===== config.mk =====
export PLATFORM = sky130hd
export DESIGN_NAME = light_phase_scheduler
export DESIGN_NICKNAME = d
export VERILOG_FILES = /design/src/rtl/light_phase_scheduler.sv
export SDC_FILE = /design/constraint.sdc
export NUM_CORES = 1
export LEC_CHECK = 0
export ABC_AREA = 1
export CORE_MARGIN = 4
export CORE_UTILIZATION = 35
export CTS_BUF_LIST = sky130_fd_sc_hd__clkbuf_4
export CTS_CLUSTER_DIAMETER = 30
export DETAILED_ROUTE_END_ITERATION = 8
export PLACE_DENSITY = 0.66
export SLEW_MARGIN = 20
export SYNTH_ARGS = -nofsm -noshare
export SYNTH_HDL_FRONTEND = slang
export SYNTH_SLANG_ARGS = --single-unit
export TNS_END_PERCENT = 100

===== constraint.sdc =====
create_clock -name clk_i -period 2.4 [get_ports clk_i]
set_clock_uncertainty 0.2 [all_clocks]
set_input_delay 0.48 -clock clk_i [delete_from_list [all_inputs] [get_ports clk_i]]
set_output_delay 0.48 -clock clk_i [all_outputs]
set_load 0.01 [all_outputs]

===== src/rtl/light_phase_scheduler.sv =====
// Pedestrian-crossing light controller: a GREEN/YELLOW/RED FSM steering a small datapath
// that tracks pending requests, round-robin ownership of the RED phase and a grant counter.
module light_phase_scheduler #(
    parameter int unsigned GREEN_CYC  = 8,
    parameter int unsigned YELLOW_CYC = 2,
    parameter int unsigned RED_CYC    = 4
) (
    input  logic       clk_i,
    input  logic       reset_i,
    input  logic       req_a_i,
    input  logic       req_b_i,
    output logic [2:0] light_o,
    output logic [1:0] walk_o,
    output logic       grant_a_o,
    output logic       grant_b_o,
    output logic [7:0] served_o
);

    typedef enum logic [1:0] {ST_GREEN, ST_YELLOW, ST_RED} state_t;

    localparam logic [3:0] G_LAST = 4'(GREEN_CYC - 1);
    localparam logic [3:0] Y_LAST = 4'(YELLOW_CYC - 1);
    localparam logic [3:0] R_LAST = 4'(RED_CYC - 1);

    state_t     state_q, state_d;
    logic [3:0] timer_q, timer_d;
    logic       pend_a_q, pend_a_d;
    logic       pend_b_q, pend_b_d;
    logic       owner_q, owner_d;   // 0 = A, 1 = B
    logic       last_q, last_d;
    logic [7:0] served_q, served_d;

    logic tmr_clr, tmr_inc, ld_owner, clr_pend, inc_served;
    logic have_req, winner;

    assign have_req = pend_a_q | pend_b_q;
    // Sole requester wins; on a tie the one not served last time wins.
    assign winner   = (pend_a_q & pend_b_q) ? ~last_q : pend_b_q;

    // ---------------- control FSM ----------------
    always_ff @(posedge clk_i or posedge reset_i) begin
        if (reset_i) state_q <= ST_GREEN;
        else         state_q <= state_d;
    end

    always_comb begin
        state_d    = state_q;
        tmr_clr    = 1'b0;
        ld_owner   = 1'b0;
        clr_pend   = 1'b0;
        inc_served = 1'b0;
        unique case (state_q)
            ST_GREEN: begin
                if (timer_q >= G_LAST && have_req) begin
                    state_d = ST_YELLOW;
                    tmr_clr = 1'b1;
                end
            end
            ST_YELLOW: begin
                if (timer_q == Y_LAST) begin
                    state_d    = ST_RED;
                    tmr_clr    = 1'b1;
                    ld_owner   = have_req;
                    clr_pend   = have_req;
                    inc_served = have_req;
                end
            end
            ST_RED: begin
                if (timer_q == R_LAST) begin
                    state_d = ST_GREEN;
                    tmr_clr = 1'b1;
                end
            end
            default: begin
                state_d = ST_GREEN;
                tmr_clr = 1'b1;
            end
        endcase
        tmr_inc = ~tmr_clr;
    end

    // ---------------- datapath ----------------
    always_comb begin
        timer_d = timer_q;
        if (tmr_clr)                        timer_d = 4'd0;
        else if (tmr_inc && timer_q != 4'hF) timer_d = timer_q + 4'd1;

        // A request arriving on the grant edge re-arms pending even for the winner.
        pend_a_d = req_a_i | (pend_a_q & ~(clr_pend & ~winner));
        pend_b_d = req_b_i | (pend_b_q & ~(clr_pend &  winner));

        owner_d  = ld_owner ? winner : owner_q;
        last_d   = ld_owner ? winner : last_q;
        served_d = served_q + {7'd0, inc_served};
    end

    always_ff @(posedge clk_i or posedge reset_i) begin
        if (reset_i) begin
            timer_q  <= 4'd0;
            pend_a_q <= 1'b0;
            pend_b_q <= 1'b0;
            owner_q  <= 1'b0;
            last_q   <= 1'b1;
            served_q <= 8'd0;
        end else begin
            timer_q  <= timer_d;
            pend_a_q <= pend_a_d;
            pend_b_q <= pend_b_d;
            owner_q  <= owner_d;
            last_q   <= last_d;
            served_q <= served_d;
        end
    end

    // ---------------- output decode (registered state only) ----------------
    logic in_red, first_red;
    assign in_red    = (state_q == ST_RED);
    assign first_red = in_red && (timer_q == 4'd0);

    always_comb begin
        light_o = 3'b001;
        unique case (state_q)
            ST_YELLOW: light_o = 3'b010;
            ST_RED:    light_o = 3'b100;
            default:   light_o = 3'b001;
        endcase
    end

    assign walk_o    = in_red ? {owner_q, ~owner_q} : 2'b00;
    assign grant_a_o = first_red & ~owner_q;
    assign grant_b_o = first_red &  owner_q;
    assign served_o  = served_q;

endmodule

==> impl_metrics.ini, run 1 <==
[status]
status = finished, final reports clean

[detailed_routing]
first_pass_iters = 4
dr_wl_met3_um = 105
routed.top_layer = met4
met1_length_um = 938
via_count = 788
via_per_inst = 4.75
dr.first_iter.drc_count = 26
wl_met2_um = 915
remaining_drc_errors = 0
wl_per_cell_um = 12.0
wl_um = 1990
ant_nets = 0

[flow_run]
maxCapViolCount = 0

[synthesis]
synth_nets = 122
ys_warn_count = 0
syn_area_um2 = 980
synth_xor_area_frac = 0.0536
synth_compound_area_frac = 0.0549
yosys.area_share.simple = 0.239
syn_avg_cell_area_um2 = 8.99
synth.distinct_cells = 22
async_flop_share = 1.00
syn_inst = 109
synthAdderAreaFrac = 0.115
synth_edf_count = 0
ys.flop_type = dfrtp_1
ys_seq_area_frac = 0.461
synth_top_family_by_area = simple AND/OR/NAND/NOR gates
yosys.area.top_type = dfrtp_1
synth_area_leaders = dfrtp_1, ha_1, inv_1
synth_top_area_frac = 0.434
synthMuxAreaShare = 0
synth_seq_cells = 18
synth_commonest_cells = dfrtp_1, inv_1, nand2_1, nor2_1, nand3_1

[power]
leakage_uw = 0.000676
power_uw = 682
power_density_mw_per_mm2 = 528
irDropWorstVdd_uv = 334

[timing]
hold_viol = 0
tightest_slew_ps = 236
fin_setup_tns_ps = 0
fmax_mhz = 430
min_period_ps = 2330
rsz0062_at_grt = false
fin_crit_sh = 0.969
slew_headroom = 0.842
maxSlewViolCount = 0
setup_viol = 0

[setup_path]
cp.arrival_ps = 1650
crit_buf_inv = 3
path_delay_family = buffers and inverters
cpMostUsedCell = inv_1
reg2reg_from = state_q[1]
reg2regPathDepth = 10
crit_fanout = 4
r2r_end = served_o[6]
critPathMaxStageDelay_ps = 520
ff2ff_setup_slack_ps = 240
path_class = reg2out
required_ps = 1720
worstSetupStartpointType = flip-flop
slowest_stage = clkdlybuf4s50_1
cp_cell_sequence = inv_1, ha_1, inv_1, clkdlybuf4s50_1
critPathCaptureType = primary output

[clock_network]
cts_tree = yes
clk_path_buf_depth = 2
cts-root-buf = clkbuf_4
hold_buffers = 0
ctsHtreeMaxLevel = 1
clock_latency_ps = 300
cts_buffers = 3
cts.sinks = 18
clk_pin_slew_ps = 100

[floorplan]
die_h_um = 60.9
row_count = 18
core_area_mm2 = 0.00257
ioPinCount = 19
die_w_um = 60.9
die-area_mm2 = 0.00371
initial_utilization = 0.382

[global_route]
grt_pass1_vias = 767
grt_start_max_net_pins = 19
antenna_found_initial = 0
grt_pass1_wl_um = 3370
grt_overflow = 0
grt_use_total = 0.122

[placed_design]
place.port_buffers = 18
dp_hpwl_um = 1490
gp_congestion = 0.808

[cells_and_area]
antenna_cells = 0
drive_gt1_frac = 0.176
final_nets = 150
syn_to_final_growth_pct = 31.7

[hold_path]
hp-class = in2async
[worst max-delay path by stage]
| stage | from | cells past startpoint | end | slack (ps) |
|---|---|---|---|---|
| global route | state_q[1] | 5 | walk_o[0] | 20 |
| global placement | state_q[0] | 5 | grant_a_o | 240 |
| detailed placement | state_q[0] | 5 | grant_b_o | 180 |
| finish | state_q[1] | 4 | light_o[0] | 70 |
| CTS | timer_q[0] | 5 | grant_b_o | 2 |
| floorplan | state_q[1] | 10 | served_o[6] | 380 |
[state kept, by name, indices dropped and copies added, names as in the netlist]
signal	cells
last_q	1
owner_q	1
pend_a_q	1
pend_b_q	1
served_o	8
state_q	2
timer_q	4
[power breakdown]
group          internal (µW)  leakage [µW]  switching [µW]
clock                   76.1     0.0000184            96.4
combinational           90.0      0.000451            99.2
sequential               313      0.000207            6.58
[metal layers]
layer  track usage  vias to the layer above
met5             0                        -
met4        0.0464                        0
met3        0.0298                        4
met2         0.185                       16
met1         0.169                      368
li1              -                      400
[area by class of cell]
class	count	area (µm²)
repair buffers	24	233
flip-flops and latches	18	454
fillers	247	1280
inverters	18	67.6
well taps	30	37.5
multi-input cells	72	468
clock buffers	4	30.0
[placed cells by master, fill, tap and decap left out]
cell type,netlist,final
nand2_1,17,17
buf_4,1,6
nand2_2,2,2
a21o_1,1,1
a21oi_2,1,1
ha_4,0,1
nand4_1,3,3
inv_1,17,16
nor2_4,1,1
ha_1,9,7
nor2_1,12,12
ha_2,0,1
nand3_2,2,2
clkdlybuf4s50_1,0,15
a21oi_1,2,2
dfrtp_1,17,15
nand3_1,10,10
dlymetal6s2s_1,0,3
clkbuf_4,0,4
dfstp_2,1,1
o21bai_1,1,1
o21ai_1,3,3
inv_2,1,2
o21ai_0,1,1
dfrtp_2,0,2
xor2_1,4,4
nand4_2,1,1
xnor2_1,2,2
[tightest hold or removal path, cell delays in order]
cell	delay (ps)
clkdlybuf4s50_1	390
inv_1	50
buf_4	240
[what timing repair did]
| item | CTS | global route |
|---|---|---|
| setup endpoints to repair | 4 | 4 |
| buffers inserted | 2 | 2 |
| gates resized for setup | 4 | 5 |
| hold endpoints to repair | 0 | 0 |
| cloned | 0 | 0 |
[metrics by stage]
stage               std cells  utilization  hold WS, ps  area (µm²)  setup WS [ps]
global placement          158        0.469          261        1200            243
detailed placement        158        0.469          274        1200            177
finish                    166        0.502          283        1290           73.5
global route              166        0.502          304        1290           19.1
floorplan                 109            -          218         980            377
CTS                       164        0.493          290        1260           1.80
[kinds of logic after synthesis]
family                   count (synthesis)
AO/OA/AOI/OAI                            9
AND/OR/NAND/NOR                         48
XOR/XNOR                                 6
adder cells (fa/ha/maj)                  9
buffers and inverters                   19
flip-flops                              18
No activity file was read; power rests on OpenSTA's default activity.
==> inputs of run 2 (changes only) <==
Settings changed: CTS_BUF_LIST sky130_fd_sc_hd__clkbuf_4 to unset, REMOVE_ABC_BUFFERS set to 1, SLEW_MARGIN 20 to unset.
==> impl_metrics.ini, run 2 (same netlist as run 1, synthesis figures left out) <==
[status]
status = finished, final reports clean

[timing]
final.setup.worst_slack_ps = 171
min_period_ps = 2230
slew_headroom = 0.540
fin_setup_tns_ps = 0
tightest_slew_ps = 690
fin_crit_sh = 0.929
fmax_mhz = 449
setup_viol = 0
whs_ps = 286
hold_viol = 0
rsz0062_at_grt = false
maxSlewViolCount = 0

[power]
irDropWorstVdd_uv = 426
power_density_mw_per_mm2 = 526
leakage_uw = 0.000665

[placed_design]
dp_hpwl_um = 1560
gp_congestion = 0.851
placedCellCount = 158
place.port_buffers = 18
post-place-ws_ps = 209
post_dp_cell_area_mm2 = 0.00120

[clock_network]
clock_latency_ps = 290
cts-root-buf = clkbuf_4
ctsHtreeMaxLevel = 1
cts_buffers = 3
clk_path_buf_depth = 2
cts_tree = yes
clk_pin_slew_ps = 100
cts.sinks = 18

[detailed_routing]
via_count = 748
ant_nets = 0
wl_um = 1970
first_pass_iters = 4
dr.first_iter.drc_count = 21
via_per_inst = 4.56
wl_per_cell_um = 12.0
remaining_drc_errors = 0

[setup_path]
cp_cell_sequence = inv_2, ha_4, clkdlybuf4s50_1
cp.arrival_ps = 1550
path_class = reg2out
startpoint = state_q[0]
critPathCaptureType = primary output
slowest_stage = clkdlybuf4s50_1
worstSetupStartpointType = flip-flop
critPathMaxStageDelay_ps = 560
crit_fanout = 6
required_ps = 1720
reg2reg_from = timer_q[1]

[cells_and_area]
final_cells = 164
mostFrequentLayoutCells = nand2_1, inv_1, dfrtp_1, nor2_1, clkdlybuf4s50_1
largest_register_ffs = 8
final_nets = 148
antenna_cells = 0
final_area_mm2 = 0.00128
mostFrequentLayoutCell = nand2_1
syn_to_final_growth_pct = 30.3
drive_gt1_frac = 0.157
num-fill-cells = 243

[floorplan]
die_w_um = 60.9
core_area_mm2 = 0.00257
initial_utilization = 0.382
die_h_um = 60.9
die-area_mm2 = 0.00371
row_count = 18
ioPinCount = 19

[global_route]
grt_start_max_net_pins = 19
grt_overflow = 0
grt_pass1_vias = 754
antenna_found_initial = 0
grt_use_total = 0.121
grt_pass1_wl_um = 3300

[hold_path]
hp-start = last_q
hp-class = reg2reg

[flow_run]
maxCapViolCount = 0
run 2: cell types whose count changed in the layout (fill, tap and decap cells not counted), sizes merged:
| cell | delta |
|---|---|
| buf | -2 |
| dlygate4sd2 | +3 |
| clkdlybuf4s50 | -3 |
run 2: cell type report:
| class | count | area, µm² | share of cell area |
|---|---|---|---|
| clock buffer | 4 | 36.3 | 0.0284 |
| inverter | 18 | 67.6 | 0.0529 |
| multi-input combinational | 72 | 468 | 0.367 |
| sequential | 18 | 453 | 0.355 |
| tap | 30 | 37.5 | 0.0294 |
| timing repair buffer | 22 | 214 | 0.168 |
run 2: power breakdown:
| group | internal [µW] | switching, µW | total (µW) |
|---|---|---|---|
| clock network | 92.5 | 95.3 | 188 |
| logic | 70.4 | 88.5 | 159 |
| registers | 313 | 11.1 | 324 |
| total | 476 | 195 | 671 |
run 2: final timing paths:
| kind | to | slack, ps | cells after the start |
|---|---|---|---|
| max | light_o[2] | 170 | 3 |
| min | last_q | 290 | 2 |
| max reg2reg | served_o[6] | 260 | 10 |
| min reg2reg | last_q | 290 | 2 |
| max in group asynchronous | state_q[1] | 1140 | 2 |
| min in group asynchronous | served_o[1] | 380 | 2 |
run 2: critical path, delay by kind of cell (launching register included):
kind | cells | cell delay [ps]
DFF | 1 | 440
buffers and inverters | 2 | 660
adders and majority gates | 1 | 160
run 2: per-layer routing:
metal,GRT usage,share of wire,vias up
met1,0.159,0.46,339
met2,0.189,0.49,10
met4,0.0372,0.0066,0
met5,0,0,-
li1,-,-,397
met3,0.0383,0.040,2
run 2: repair_timing:
item                       4_1_cts  5_1_grt
resized for setup                4        7
hold buffers                     0        0
setup endpoints to repair        4        3
setup buffers                    0        2
gates cloned                     0        0
run 2: per-stage QoR:
stage	util	power (µW)
after detailed placement	0.469	489
after floorplan	-	423
after global placement	0.469	484
after CTS	0.483	685
after global routing	0.497	720
final	0.497	671
==> inputs of run 3 (changes only) <==
Settings changed: CAP_MARGIN set to 20.
==> results of run 3 <==
The final DEF is identical to that of run 2; final timing and power are the same.
